===== src/rtl/gf2_pkg.sv =====
// Shared constants and types for the GF(2) carry-less multiply-accumulate unit.
package gf2_pkg;

  // Accumulation mode carried by each input beat.
  typedef enum logic {
    ACC_OFF = 1'b0,
    ACC_ON  = 1'b1
  } acc_mode_e;

  // Width of a W x W carry-less product: degrees 0 .. 2W-2.
  function automatic int prod_w(input int w);
    return 2 * w - 1;
  endfunction

endpackage


===== src/rtl/gf2_clmul_mac_if.sv =====
// Beat/result handshake bundle between a producer/consumer and gf2_clmul_mac.
interface gf2_clmul_mac_if
  import gf2_pkg::*;
#(
  parameter int W     = 8,
  parameter int NCH   = 2,
  parameter int OUT_W = 7
);
  localparam int PROD_W = prod_w(W);

  logic              in_valid;
  logic              in_ready;
  logic [NCH*W-1:0]  a;
  logic [NCH*W-1:0]  b;
  logic              acc_mode;
  logic              in_last;
  logic              out_valid;
  logic              out_ready;
  logic [OUT_W-1:0]  y;
  logic [PROD_W-1:0] y_full;

  modport master (
    output in_valid, a, b, acc_mode, in_last, out_ready,
    input  in_ready, out_valid, y, y_full
  );

  modport slave (
    input  in_valid, a, b, acc_mode, in_last, out_ready,
    output in_ready, out_valid, y, y_full
  );
endinterface


===== src/rtl/gf2_clmul_lane.sv =====
// Combinational W x W carry-less (GF(2) polynomial) multiplier.
module gf2_clmul_lane
  import gf2_pkg::*;
#(
  parameter int W = 8
) (
  input  logic [W-1:0]         a_i,
  input  logic [W-1:0]         b_i,
  output logic [prod_w(W)-1:0] p_o
);
  localparam int PROD_W = prod_w(W);

  // XOR together b shifted by every set bit of a; no carries propagate.
  always_comb begin
    p_o = '0;
    for (int i = 0; i < W; i++) begin
      if (a_i[i]) begin
        p_o = p_o ^ (PROD_W'(b_i) << i);
      end
    end
  end
endmodule


===== src/rtl/gf2_clmul_mac.sv =====
// Two-stage pipelined GF(2) multiply-accumulate: S1 holds per-channel
// products, S2 XOR-reduces them, folds frames into the accumulator and
// registers the windowed result. A single global stall freezes everything.
module gf2_clmul_mac
  import gf2_pkg::*;
#(
  parameter int W      = 8,
  parameter int NCH    = 2,
  parameter int OUT_W  = 7,
  parameter int OFFSET = 3
) (
  input logic            clk,
  input logic            rst_n,
  gf2_clmul_mac_if.slave bus
);
  localparam int PROD_W = prod_w(W);

  logic [PROD_W-1:0] prod_d [NCH];
  logic [PROD_W-1:0] prod_q [NCH];
  logic              v1_q;
  acc_mode_e         mode1_q;
  logic              last1_q;

  logic [PROD_W-1:0] acc_q;
  logic              open_q;
  logic              out_valid_q;
  logic [OUT_W-1:0]  y_q;
  logic [PROD_W-1:0] y_full_q;

  logic              advance;
  logic [PROD_W-1:0] sum_d;
  logic [PROD_W-1:0] acc_d;
  logic [PROD_W-1:0] res_d;
  logic              emit_d;
  logic [OUT_W-1:0]  win_d;

  // The pipeline moves only when the output register is free or being drained.
  assign advance      = !(out_valid_q && !bus.out_ready);
  assign bus.in_ready = rst_n && advance;

  genvar gi;
  generate
    for (gi = 0; gi < NCH; gi++) begin : g_lane
      gf2_clmul_lane #(.W(W)) u_lane (
        .a_i (bus.a[gi*W +: W]),
        .b_i (bus.b[gi*W +: W]),
        .p_o (prod_d[gi])
      );
    end
  endgenerate

  // S1: capture the per-channel products and the beat's control bits.
  always_ff @(posedge clk) begin
    if (!rst_n) begin
      v1_q    <= 1'b0;
      mode1_q <= ACC_OFF;
      last1_q <= 1'b0;
      for (int c = 0; c < NCH; c++) prod_q[c] <= '0;
    end else if (advance) begin
      v1_q    <= bus.in_valid;
      mode1_q <= acc_mode_e'(bus.acc_mode);
      last1_q <= bus.in_last;
      for (int c = 0; c < NCH; c++) prod_q[c] <= prod_d[c];
    end
  end

  // XOR-reduce the channels, form the running frame value and decide emission.
  always_comb begin
    sum_d = '0;
    for (int c = 0; c < NCH; c++) sum_d = sum_d ^ prod_q[c];
    acc_d  = (open_q ? acc_q : '0) ^ sum_d;
    emit_d = v1_q && ((mode1_q == ACC_OFF) || last1_q);
    res_d  = (mode1_q == ACC_OFF) ? sum_d : acc_d;
  end

  // Output window; positions past the top of the product read as zero.
  generate
    for (gi = 0; gi < OUT_W; gi++) begin : g_win
      if (OFFSET + gi < PROD_W) begin : g_in
        assign win_d[gi] = res_d[OFFSET+gi];
      end else begin : g_zero
        assign win_d[gi] = 1'b0;
      end
    end
  endgenerate

  // S2: update frame state (accumulate beats only) and the output register.
  always_ff @(posedge clk) begin
    if (!rst_n) begin
      acc_q       <= '0;
      open_q      <= 1'b0;
      out_valid_q <= 1'b0;
      y_q         <= '0;
      y_full_q    <= '0;
    end else if (advance) begin
      out_valid_q <= emit_d;
      if (emit_d) begin
        y_q      <= win_d;
        y_full_q <= res_d;
      end
      if (v1_q && (mode1_q == ACC_ON)) begin
        if (last1_q) begin
          acc_q  <= '0;
          open_q <= 1'b0;
        end else begin
          acc_q  <= acc_d;
          open_q <= 1'b1;
        end
      end
    end
  end

  assign bus.out_valid = out_valid_q;
  assign bus.y         = y_q;
  assign bus.y_full    = y_full_q;
endmodule


===== src/flat_wrapper.sv =====
// flat-port wrapper written by rule: the top's interface ports become plain ports
module gf2_clmul_mac_flat import gf2_pkg::*;
#(
  parameter int W      = 8,
  parameter int NCH    = 2,
  parameter int OUT_W  = 7,
  parameter int OFFSET = 3
)
  (clk, rst_n, bus_in_valid, bus_a, bus_b, bus_acc_mode, bus_in_last, bus_out_ready, bus_in_ready, bus_out_valid, bus_y, bus_y_full);
  gf2_clmul_mac_if #(.W(W), .NCH(NCH), .OUT_W(OUT_W)) bus_i ();
  input logic clk;
  input logic rst_n;
  input wire logic [$bits(bus_i.in_valid)-1:0] bus_in_valid;
  input wire logic [$bits(bus_i.a)-1:0] bus_a;
  input wire logic [$bits(bus_i.b)-1:0] bus_b;
  input wire logic [$bits(bus_i.acc_mode)-1:0] bus_acc_mode;
  input wire logic [$bits(bus_i.in_last)-1:0] bus_in_last;
  input wire logic [$bits(bus_i.out_ready)-1:0] bus_out_ready;
  output wire logic [$bits(bus_i.in_ready)-1:0] bus_in_ready;
  output wire logic [$bits(bus_i.out_valid)-1:0] bus_out_valid;
  output wire logic [$bits(bus_i.y)-1:0] bus_y;
  output wire logic [$bits(bus_i.y_full)-1:0] bus_y_full;
  assign bus_i.in_valid = bus_in_valid;
  assign bus_i.a = bus_a;
  assign bus_i.b = bus_b;
  assign bus_i.acc_mode = bus_acc_mode;
  assign bus_i.in_last = bus_in_last;
  assign bus_i.out_ready = bus_out_ready;
  assign bus_in_ready = bus_i.in_ready;
  assign bus_out_valid = bus_i.out_valid;
  assign bus_y = bus_i.y;
  assign bus_y_full = bus_i.y_full;
  gf2_clmul_mac #(.W(W), .NCH(NCH), .OUT_W(OUT_W), .OFFSET(OFFSET)) u_core (.clk(clk), .rst_n(rst_n), .bus(bus_i));
endmodule

===== config.mk =====
export PLATFORM = sky130hd
export DESIGN_NAME = gf2_clmul_mac_flat
export DESIGN_NICKNAME = d
export VERILOG_FILES = /design/src/rtl/gf2_pkg.sv /design/src/rtl/gf2_clmul_mac_if.sv /design/src/rtl/gf2_clmul_lane.sv /design/src/rtl/gf2_clmul_mac.sv /design/src/flat_wrapper.sv
export SDC_FILE = /design/constraint.sdc
export NUM_CORES = 1
export LEC_CHECK = 0
export BUFFER_PORTS_ARGS = -buffer_cell sky130_fd_sc_hd__buf_4
export CAP_MARGIN = 20
export CORE_ASPECT_RATIO = 0.5
export CORE_MARGIN = 5
export CORE_UTILIZATION = 63
export CTS_CLUSTER_SIZE = 25
export DETAILED_ROUTE_END_ITERATION = 8
export PLACE_DENSITY = 0.86
export SYNTH_ARGS = -nofsm -noshare
export SYNTH_HDL_FRONTEND = slang
export SYNTH_SLANG_ARGS = --single-unit

===== constraint.sdc =====
create_clock -name clk -period 4.03 [get_ports clk]
set_input_delay 1.0075 -clock clk [delete_from_list [all_inputs] [get_ports clk]]
set_output_delay 1.0075 -clock clk [all_outputs]
set_load 0.02 [all_outputs]

; ---- Word level (Yosys, flattened, before mapping)
; Memories as Yosys holds them, arrays and structs flattened.
; Cells that the tools add are included.
[op_classes]
reduce_logical = 9
n_mul = 0
n_bitwise = 20
mux = 26
order_cmp = 0
n_div = 0
addsub = 0
shifts = 0
n_eq_ne = 0
[op_table]
columns = cell, count
row1 = $mux 15, 19
row2 = $xor 15x15->15, 4
row3 = $xor 15x10->15, 2
row4 = $xor 15x11->15, 2
row5 = $xor 15x12->15, 2
row6 = $xor 15x13->15, 2
row7 = $xor 15x14->15, 2
row8 = $xor 15x9->15, 2
row9 = $mux 8, 2
row10 = $mux 1, 5
row11 = $logic_and 1x1->1, 4
row12 = $reduce_and 2->1, 2
row13 = $logic_not 1->1, 2
row14 = $not 1->1, 2
row15 = $or 1x1->1, 2
row16 = $logic_or 1x1->1, 1
[word_totals]
wordCells = 64
in_bits = 38
ramBits = 30
romBits = 0
mem_count = 1
register_bits = 42
latch_bits = 0
[memory_table]
columns = name, depth, width, read_ports, rd_clocked_by_memory_dff, write_ports, line_no
row1 = u_core.prod_q, 2, 15, 2, 0, 2, gf2_clmul_mac.sv:19  ; logic [PROD_W-1:0] prod_q [NCH];

; ---- Depth between registers and ports, before layout
; Gate-level depths: netlist of run 1.
[depth]
ltp_word = 16
depth_mapped = 8
depth_no_buf = 5

; ---- Modules after synthesis
; Synthesis of run 1 repeated with hierarchy kept, for this count alone.
[hier_totals]
hier_cells = 504
area_unflattened_um2 = 4399.2
[by_module_without_submodules]
columns = module, area_per_inst_um2, seq_area_each_um2, cells_each, n_inst
row1 = gf2_clmul_mac, 2902.8, 1601.5, 252, 1
row2 = gf2_clmul_lane, 748.2, 0.0, 126, 2

; ---- Worst setup path before layout of run 1
; No wires, ideal clock.
[synth_path]
path_type = in2reg
from = input port rst_n
to = memory u_core.prod_q[0][0] (netlist bit), enable pin
setup_ns = 0.541
t_arrival_ns = 2.211
path_slack_ns = 1.278
path_stages = 3
path_buffers = 2
required_time_ns = 3.489
path_cell_list = clkbuf_1 -> clkbuf_1 -> nand3b_1
[synth_rtl]
columns = item, line_no
row1 = "start, declared", flat_wrapper.sv:12  ; input logic rst_n;
row2 = "end, declared", gf2_clmul_mac.sv:19

; ---- Worst setup path in the final report of run 1
[layout_path]
from = input port bus_out_ready
to = output port bus_in_ready
[layout_between]
elab_chain_cells = 4
[layout_lines]
columns = item, line_no
row1 = "start, declared", flat_wrapper.sv:18  ; input wire logic [$bits(bus_i.out_ready)-1:0] bus_out_ready;
row2 = $logic_not 1->1, gf2_clmul_mac.sv:38  ; assign advance = !(out_valid_q && !bus.out_ready);
row3 = $logic_and 1x1->1, gf2_clmul_mac.sv:38
row4 = $logic_not 1->1, gf2_clmul_mac.sv:38
row5 = $logic_and 1x1->1, gf2_clmul_mac.sv:39  ; assign bus.in_ready = rst_n && advance;
row6 = "end, declared", flat_wrapper.sv:19  ; output wire logic [$bits(bus_i.in_ready)-1:0] bus_in_ready;
; Every way passes these cells.

==> results of run 1 <==
[cells in the mapped netlist]
cell type,instances,area [um^2]
and2_1,16,100
xor2_1,12,105
and3_1,4,25.0
nor2_1,26,97.6
mux2i_1,3,30.0
edfxtp_1,30,901
buf_6,3,33.8
nand2b_1,2,12.5
a21boi_0,1,7.51
and2_4,1,8.76
dfxtp_1,35,701
inv_1,1,3.75
nand2_1,161,604
xnor2_2,10,163
o21ai_1,15,75.1
nor2b_1,5,31.3
a32o_1,15,150
clkbuf_1,6,22.5
o21ai_0,1,5.00
buf_2,37,185
buf_4,9,67.6
nand3_2,1,10.0
xnor2_1,121,1060
clkbuf_2,2,10.0
o31ai_1,15,113
nand2_2,10,62.6
nand3_1,1,5.00
nand3b_1,1,7.51
[stage by stage]
| stage | power [mW] | worst slack, ns | hold slack [ns] | cells | instance area (um^2) |
|---|---|---|---|---|---|
| after global routing | 2.32 | 1.06 | 0.588 | 663 | 5200 |
| final | 2.21 | 1.13 | 0.558 | 663 | 5200 |
| after floorplan | 1.28 | 1.28 | 0.514 | 544 | 4600 |
| after detailed placement | 1.40 | 1.15 | 0.536 | 647 | 4880 |
| after global placement | 1.38 | 1.15 | 0.525 | 647 | 4880 |
| after CTS | 2.22 | 1.13 | 0.551 | 663 | 5200 |
[how the worst max path moves through the flow]
stage	startpoint	endpoint	slack (ns)	cells after the start
2_1_floorplan	rst_n	u_core.prod_q[0][0]$_SDFFCE_PN0P_	1.28	3
3_3_place_gp	bus_out_ready	bus_in_ready	1.15	5
3_5_place_dp	bus_out_ready	bus_in_ready	1.15	5
4_1_cts	bus_out_ready	bus_in_ready	1.13	5
5_1_grt	bus_out_ready	bus_in_ready	1.06	5
6_report	bus_out_ready	bus_in_ready	1.13	5
[state kept, by name, summed over array words and instances, names as in the netlist]
register,cells
u_core.mode1_q,1
u_core.open_q,1
u_core.v1_q,1
u_core.bus.y_full,15
u_core.bus.out_valid,1
u_core.prod_q,30
u_core.acc_q,15
u_core.last1_q,1
[layout make-up]
| cell class | count | area (um^2) |
|---|---|---|
| Clock buffer | 9 | 225 |
| Multi-Input combinational cell | 421 | 2670 |
| Fill cell | 592 | 2010 |
| Sequential cell | 65 | 1600 |
| Clock inverter | 7 | 93.8 |
| Tap cell | 96 | 120 |
| Inverter | 1 | 3.75 |
| Timing Repair Buffer | 64 | 480 |
[power by group through the flow]
stage	Combinational (mW)	Sequential [mW]	Clock, mW
6_report	0.579	0.809	0.821
5_1_grt	0.635	0.816	0.866
4_1_cts	0.578	0.809	0.833
3_5_place_dp	0.576	0.823	0
3_3_place_gp	0.563	0.820	0
2_1_floorplan	0.448	0.828	0
[worst max-delay path, stage by stage]
cell      delay [ns]
buf_4           0.08
nand2b_1        0.29
nand2_1         0.18
inv_1           0.17
buf_4           0.17
[cell families after synthesis]
| kind of cell | after synthesis | synth area share [%] |
|---|---|---|
| DFF | 65 | 34.8 |
| xor gates and xnor gates | 143 | 28.9 |
| and+or+nand+nor | 228 | 21.0 |
| buffers and inverters | 58 | 7.02 |
| muxes | 3 | 0.653 |
| AOI/OAI and AO/OA | 47 | 7.62 |
[routing by layer]
| metal | global-route usage, % | share of wire (%) |
|---|---|---|
| met1 | 30.7 | 48 |
| met2 | 30.2 | 42 |
| met3 | 4.20 | 8.2 |
| met4 | 5.82 | 1.3 |
| met5 | 0 | 0 |
==> flow_summary.json, run 1 <==
{
  "pwr-share-seq_pct": 36.6,
  "finalCriticalPeriod_ns": 2.90,
  "drc_errors": 0,
  "syn_nets": 582,
  "final_common_cell": "nand2_1",
  "grt_antenna_before_repair": 0,
  "diodes": 0,
  "cts_hold_buf": 0,
  "clock_power_share_pct": 37.2,
  "pin_count": 62,
  "gr-total-overflow": 0,
  "fmax_ghz": 0.344,
  "die_w_um": 131,
  "status": "finished, final reports clean",
  "synth_cells": 544,
  "layout-drive-gt1-share_pct": 17.8,
  "hold_viol": 0,
  "fp.dieArea_um2": 9210,
  "vdd.ir_drop.worst_mv": 0.194,
  "first_global_vias": 3188,
  "slew_violations": 0,
  "critPathRequiredTime_ns": 3.02,
  "cts_tree": "yes",
  "min_to": "u_core.acc_q[7]$_SDFFE_PN0P_",
  "wl_per_cell_um": 13.6,
  "swShare_pct": 28.4,
  "initial_utilization_pct": 63.7,
  "holdPathStages": 1,
  "htreeDepth": 3,
  "crit_arrival_ns": 1.90,
  "cap_violations": 0,
  "p_switching_mw": 0.626,
  "rsz0062_at_grt": "no",
  "yosysSeqAreaShare_pct": 34.8,
  "worst_pin_slew_ns": 0.949,
  "ant_nets": 0,
  "synth_area_per_cell_um2": 8.45,
  "endpoint_kind": "output pin",
  "power_density_nw_per_um2": 425,
  "period_share_pct": 72.1,
  "core_area_um2": 7210,
  "crit_fanout": 7,
  "clk_root_buffer_cell": "clkbuf_16",
  "cts_inserted_buffers": 9,
  "synthDistinctLibCells": 28,
  "reg2reg_depth": 5,
  "synth-seq-cells": 65,
  "vias": 3500,
  "grt_use_total_pct": 20.6,
  "grt_max_degree": 39,
  "cts_sinks": 65,
  "die_h_um": 70.4,
  "p_comb_share_pct": 26.2,
  "relSlewSlack_pct": 36.5,
  "numPortBuffers": 61,
  "drt-initial-drc-count": 315,
  "place_congestion": 0.880,
  "r2r-start": "u_core.open_q$_SDFFE_PN0P_",
  "dp_hpwl_mm": 6.58,
  "min_path_type": "register to register",
  "clkLatencyLatePin_ns": 0.33,
  "tns_ns": 0,
  "finalClockSkew_ns": 0.00591,
  "hp-start": "u_core.acc_q[7]$_SDFFE_PN0P_",
  "vias_per_cell": 5.28,
  "p_leak_nw": 2.04,
  "p_int_mw": 1.58,
  "fp-row-count": 22,
  "cp-start-kind": "input port",
  "setup_violations": 0,
  "finalWirelength_mm": 9.02,
  "dr.pass1.iters": 5,
  "clkSlewWorstSetupHoldPaths_ns": 0.06,
  "cts_setup_buffers": 0,
  "cts_resized": 0,
  "yosys_warnings": 0,
  "cts_buffer_depth": 2,
  "final_util_pct": 72.1,
  "mappedNetlistArea_um2": 4600,
  "r2r_end": "u_core.bus.y_full[7]$_SDFFE_PN0P_",
  "crit_type": "input port to output pin",
  "areaGrowthSynthToFinish_pct": 13.1,
  "final_cell_mix": "161 x nand2_1, 121 x xnor2_1, 64 x buf_4",
  "nets": 600,
  "rrSetupSlack_ns": 1.95,
  "grt_pass1_wl_mm": 15.2
}
No activity file was read; power rests on OpenSTA's default activity.
==> inputs of run 2 (changes only) <==
--- a/config.mk
+++ b/config.mk
@@ -5,14 +5,15 @@
 export SDC_FILE = /design/constraint.sdc
 export NUM_CORES = 1
 export LEC_CHECK = 0
+export ABC_AREA = 1
 export BUFFER_PORTS_ARGS = -buffer_cell sky130_fd_sc_hd__buf_4
 export CAP_MARGIN = 20
 export CORE_ASPECT_RATIO = 0.5
 export CORE_MARGIN = 5
-export CORE_UTILIZATION = 63
+export CORE_UTILIZATION = 59
 export CTS_CLUSTER_SIZE = 25
 export DETAILED_ROUTE_END_ITERATION = 8
-export PLACE_DENSITY = 0.86
+export PLACE_DENSITY = 0.81
 export SYNTH_ARGS = -nofsm -noshare
 export SYNTH_HDL_FRONTEND = slang
 export SYNTH_SLANG_ARGS = --single-unit
==> constraint.sdc (replaced) <==
create_clock -name clk -period 2.8 [get_ports clk]
set_input_delay 0.7 -clock clk [delete_from_list [all_inputs] [get_ports clk]]
set_output_delay 0.7 -clock clk [all_outputs]
set_load 0.02 [all_outputs]
==> flow_summary.json, run 2 <==
{
  "synth-seq-cells": 65,
  "slowest_delay_ns": 0.37,
  "syn_nets": 697,
  "met1_usage_pct": 31.4,
  "synth_area_per_cell_um2": 7.23,
  "drt-initial-drc-count": 409,
  "dr.pass1.iters": 7,
  "hold_viol": 0,
  "path_cells": "buf_4, inv_2, nor2_4, buf_4",
  "slew_violations": 0,
  "use_met2_pct": 36.3,
  "vdd.ir_drop.worst_mv": 0.314,
  "cts_sinks": 65,
  "fin_ws_ns": 0.427,
  "relSlewSlack_pct": 59.4,
  "synthArstFlopShare_pct": 0,
  "place_congestion": 0.859,
  "busiest_layer": "met2",
  "yosys_warnings": 0,
  "wl_per_cell_um": 13.9,
  "dp_hpwl_mm": 7.68,
  "synth_top_family_by_area": "simple AND/OR/NAND/NOR gates",
  "yosysTopAreaCell": "nand2_1",
  "fillers": 682,
  "layout-drive-gt1-share_pct": 15.1,
  "crit_arrival_ns": 1.67,
  "cts_hold_buf": 0,
  "pwr-share-seq_pct": 37.8,
  "fp.dieArea_um2": 10100,
  "core_area_um2": 7940,
  "cts_buffer_depth": 2,
  "synth_cells": 659,
  "gr-total-overflow": 0,
  "cts_resized": 0,
  "synthDistinctLibCells": 31,
  "finalCriticalPeriod_ns": 2.37,
  "crit_fanout": 19,
  "diodes": 0,
  "initial_utilization_pct": 60.0,
  "endpoint_kind": "output pin",
  "finalClockSkew_ns": 0.00483,
  "worst_pin_slew_ns": 0.608,
  "swShare_pct": 29.3,
  "htreeDepth": 3,
  "grt_max_degree": 32,
  "ant_nets": 0,
  "synth.most_common_cell": "nand2_1",
  "period_share_pct": 84.7,
  "p_switching_mw": 0.882,
  "clkLatencyLatePin_ns": 0.32,
  "rsz0062_at_grt": "no",
  "synth.area.mux_share_pct": 0,
  "synth-compound-area-share_pct": 8.54,
  "nets": 716,
  "synthXorXnorAreaFrac_pct": 18.6,
  "die_h_um": 73.5,
  "grt_pass1_wl_mm": 17.8,
  "cp-start-kind": "input port",
  "final_common_cell": "nand2_1",
  "die_w_um": 137,
  "pin_count": 62,
  "cts_setup_buffers": 0,
  "finalWirelength_mm": 11.0,
  "crit_family": "buffers and inverters",
  "ys_dominant_reg_cell": "dfxtp_1",
  "setup_violations": 0,
  "numPortBuffers": 61,
  "largest_reg_flops": 30,
  "areaGrowthSynthToFinish_pct": 11.6,
  "clock_power_share_pct": 37.4,
  "synth_edf_count": 30,
  "synth_area_leaders": "nand2_1 19%, edfxtp_1 19%, dfxtp_1 15%, xnor2_1 11%, xor2_1 5.9%",
  "globalRouteMet3Util_pct": 4.79,
  "final_cell_mix": "245 x nand2_1, 63 x buf_4, 58 x xnor2_1",
  "synthAdderAreaFrac_pct": 0,
  "yosysSeqAreaShare_pct": 33.6,
  "grt_use_total_pct": 22.5,
  "critPathRequiredTime_ns": 2.10,
  "vias": 4159,
  "tns_ns": 0,
  "cts_tree": "yes",
  "min_path_type": "register to register",
  "grt_antenna_before_repair": 0,
  "hold_slack_ns": 0.465,
  "mappedNetlistArea_um2": 4760,
  "crit_type": "input port to output pin",
  "cts_inserted_buffers": 9,
  "critical_path.most_common_cell": "buf_4",
  "power_density_nw_per_um2": 566,
  "drc_errors": 0,
  "cp_slowest_cell": "nor2_4",
  "p_int_mw": 2.13,
  "clk_root_buffer_cell": "clkbuf_16",
  "fp-row-count": 23,
  "p_leak_nw": 2.37,
  "clkSlewWorstSetupHoldPaths_ns": 0.05,
  "synth.top_cell.area_share_pct": 19.3,
  "cap_violations": 0,
  "pre_cts_ws_ns": 0.444,
  "p_comb_share_pct": 24.8,
  "fmax_ghz": 0.421,
  "synthTopCellsByCount": "245 x nand2_1, 58 x xnor2_1, 46 x a21oi_1",
  "worst-path-buf-inv": 3,
  "status": "finished, final reports clean",
  "top_register": "u_core.prod_q",
  "vias_per_cell": 5.24,
  "first_global_vias": 3773,
  "synth-simple-area-share_pct": 27.9
}
run 2: kinds of logic (layout without fill, tap and decap cells):
| group | after synthesis | count (layout) |
|---|---|---|
| compound gates | 77 | 77 |
| simple gates | 322 | 322 |
| flops | 65 | 65 |
| buf+inv | 99 | 122 |
| xor+xnor | 96 | 96 |
run 2: area by class of cell:
class,count,area [um^2],area share (%)
inverters,44,168,3.15
repair buffers,63,473,8.90
clock buffers,14,305,5.74
multi-input cells,495,2620,49.3
flip-flops and latches,65,1600,30.1
clock inverters,1,5.00,0.0942
well taps,112,140,2.64
run 2: worst register-to-register path: stages (launching register included):
cell and delay, ns:
dfxtp_1 0.30, inv_1 0.05, or2_4 0.16, inv_2 0.08
nor2_4 0.31, inv_2 0.27, nor3_1 0.25
run 2: metrics by stage:
stage               total power [mW]  instance area [um^2]  instances  utilization (%)
floorplan                       1.73                  4760        659                -
global placement                1.87                  5000        779             63.0
detailed placement              1.89                  5000        779             63.0
CTS                             3.01                  5320        794             66.9
global route                    3.14                  5320        794             66.9
finish                          3.01                  5320        794             66.9
run 2: worst paths after layout:
| kind | from | to | slack, ns | depth (start not counted) |
|---|---|---|---|---|
| hold reg to reg | u_core.acc_q[6]$_SDFFE_PN0P_ | u_core.acc_q[6]$_SDFFE_PN0P_ | 0.47 | 2 |
| setup / recovery | rst_n | bus_in_ready | 0.43 | 4 |
| setup reg to reg | u_core.bus.out_valid$_SDFFE_PN0N_ | u_core.prod_q[0][27]$_SDFFCE_PN0P_ | 1.22 | 6 |
| hold / removal | u_core.acc_q[6]$_SDFFE_PN0P_ | u_core.acc_q[6]$_SDFFE_PN0P_ | 0.47 | 2 |
run 2: power groups by stage:
| stage | Clock (mW) | Combinational [mW] | Sequential, mW |
|---|---|---|---|
| after floorplan | 0 | 0.567 | 1.16 |
| after global placement | 0 | 0.718 | 1.15 |
| after detailed placement | 0 | 0.733 | 1.16 |
| after CTS | 1.13 | 0.742 | 1.14 |
| after global routing | 1.17 | 0.827 | 1.14 |
| final | 1.13 | 0.746 | 1.14 |
run 2: routing by layer:
layer	routed length (um)	up-vias
li1	-	2064
met1	5210	1916
met2	4800	160
met3	858	19
met4	126	0
met5	0	-
==> inputs of run 3 (changes only) <==
--- a/config.mk
+++ b/config.mk
@@ -5,7 +5,7 @@
 export SDC_FILE = /design/constraint.sdc
 export NUM_CORES = 1
 export LEC_CHECK = 0
-export ABC_AREA = 1
+export ABC_AREA = 0
 export BUFFER_PORTS_ARGS = -buffer_cell sky130_fd_sc_hd__buf_4
 export CAP_MARGIN = 20
 export CORE_ASPECT_RATIO = 0.5
==> constraint.sdc (replaced) <==
create_clock -name clk -period 2.3 [get_ports clk]
set_input_delay 0.575 -clock clk [delete_from_list [all_inputs] [get_ports clk]]
set_output_delay 0.575 -clock clk [all_outputs]
set_load 0.02 [all_outputs]
==> flow_summary.json, run 3 (synthesis gave the netlist of run 1 again) <==
{
  "status": "finished, final reports clean",
  "slew_violations": 0,
  "die_w_um": 135,
  "areaGrowthSynthToFinish_pct": 13.8,
  "power_density_nw_per_um2": 701,
  "largest_reg_flops": 30,
  "top_register": "u_core.prod_q",
  "diodes": 0,
  "min_path_type": "input port to register",
  "finalCriticalPeriod_ns": 1.84,
  "pin_count": 62,
  "worst_pin_slew_ns": 0.435,
  "grt_max_degree": 33,
  "cap_violations": 0,
  "rsz0062_at_grt": "no",
  "grt_use_total_pct": 18.7,
  "crit_arrival_ns": 1.27,
  "cts_setup_buffers": 0,
  "dp_hpwl_mm": 6.45,
  "fp.dieArea_um2": 9760,
  "cts_inserted_buffers": 9,
  "grt_antenna_before_repair": 0,
  "clk_root_buffer_cell": "clkbuf_16",
  "numPortBuffers": 61,
  "place_inst": 664,
  "report.power.total_mw": 3.66,
  "endpoint_kind": "output pin",
  "hold_slack_ns": 0.518,
  "fmax_ghz": 0.542,
  "layout.cells.non_filler": 681,
  "initial_utilization_pct": 61.6,
  "hold_viol": 0,
  "gr-total-overflow": 0,
  "fp-row-count": 22,
  "final_cell_mix": "161 x nand2_1, 121 x xnor2_1, 69 x buf_4",
  "tns_ns": 0,
  "layout-drive-gt1-share_pct": 18.8,
  "final_common_cell": "nand2_1",
  "cts_resized": 0,
  "fillers": 625,
  "period_share_pct": 80.2,
  "place_congestion": 0.838,
  "wl_per_cell_um": 12.8,
  "placed_cell_area_um2": 4940,
  "grt_pass1_wl_mm": 14.7,
  "nets": 606,
  "p_leak_nw": 2.04,
  "first_global_vias": 3043,
  "dr.pass1.iters": 4,
  "clkSlewWorstSetupHoldPaths_ns": 0.05,
  "crit_fanout": 5,
  "core_area_um2": 7460,
  "design_area_um2": 5230,
  "cts_sinks": 65,
  "drt-initial-drc-count": 305,
  "finalWirelength_mm": 8.70,
  "drc_errors": 0,
  "ant_nets": 0,
  "clkLatencyLatePin_ns": 0.33,
  "cp-start-kind": "input port",
  "vdd.ir_drop.worst_mv": 0.323,
  "cts_hold_buf": 0,
  "relSlewSlack_pct": 70.8,
  "cts_buffer_depth": 2,
  "cts_tree": "yes",
  "die_h_um": 72.4,
  "htreeDepth": 3,
  "critPathRequiredTime_ns": 1.73,
  "crit_type": "input port to output pin",
  "finalClockSkew_ns": 0.00550,
  "setup_violations": 0,
  "vias_per_cell": 5.05,
  "vias": 3438
}
-- run 3: worst max-delay path, cell delays in order --
cell	delay, ns
buf_4	0.11
nand2b_1	0.16
nand2_1	0.14
inv_1	0.11
buf_4	0.17
-- run 3: path summary, 6_finish.rpt --
path	startpoint	to	slack, ns	cells past startpoint
worst min-delay path	bus_in_last	u_core.last1_q$_SDFFE_PN0N_	0.52	3
worst max register to register	u_core.bus.out_valid$_SDFFE_PN0N_	u_core.acc_q[10]$_SDFFE_PN0P_	0.86	6
worst max-delay path	bus_out_ready	bus_in_ready	0.46	5
worst min register to register	u_core.acc_q[8]$_SDFFE_PN0P_	u_core.acc_q[8]$_SDFFE_PN0P_	0.55	1
-- run 3: final cells by class --
| cell class | count | area, um^2 | share of cell area [%] |
|---|---|---|---|
| inverter | 1 | 3.75 | 0.0718 |
| tap | 108 | 135 | 2.58 |
| clock inverter | 7 | 53.8 | 1.03 |
| timing repair buffer | 70 | 538 | 10.3 |
| multi-input combinational | 421 | 2670 | 51.1 |
| clock buffer | 9 | 225 | 4.31 |
| sequential | 65 | 1600 | 30.6 |
-- run 3: where the power goes --
part	internal [mW]	switching, mW	leakage (nW)
clock network	0.734	0.499	0.128
logic	0.492	0.527	1.28
registers	1.34	0.0728	0.633
total	2.57	1.10	2.04
-- run 3: metrics by stage --
step	setup WS (ns)	utilization (%)
finish	0.456	70.1
global placement	0.416	66.3
CTS	0.460	70.0
floorplan	0.0805	-
global route	0.421	70.1
detailed placement	0.381	66.3
-- run 3: per-layer routing --
metal  routed length, um  GRT usage, %  up-vias
li1                    -             -     1767
met1                4360          28.6     1559
met2                3550          26.1      102
met3                 684          4.29       10
met4                 105          5.64        0
met5                   0             0        -
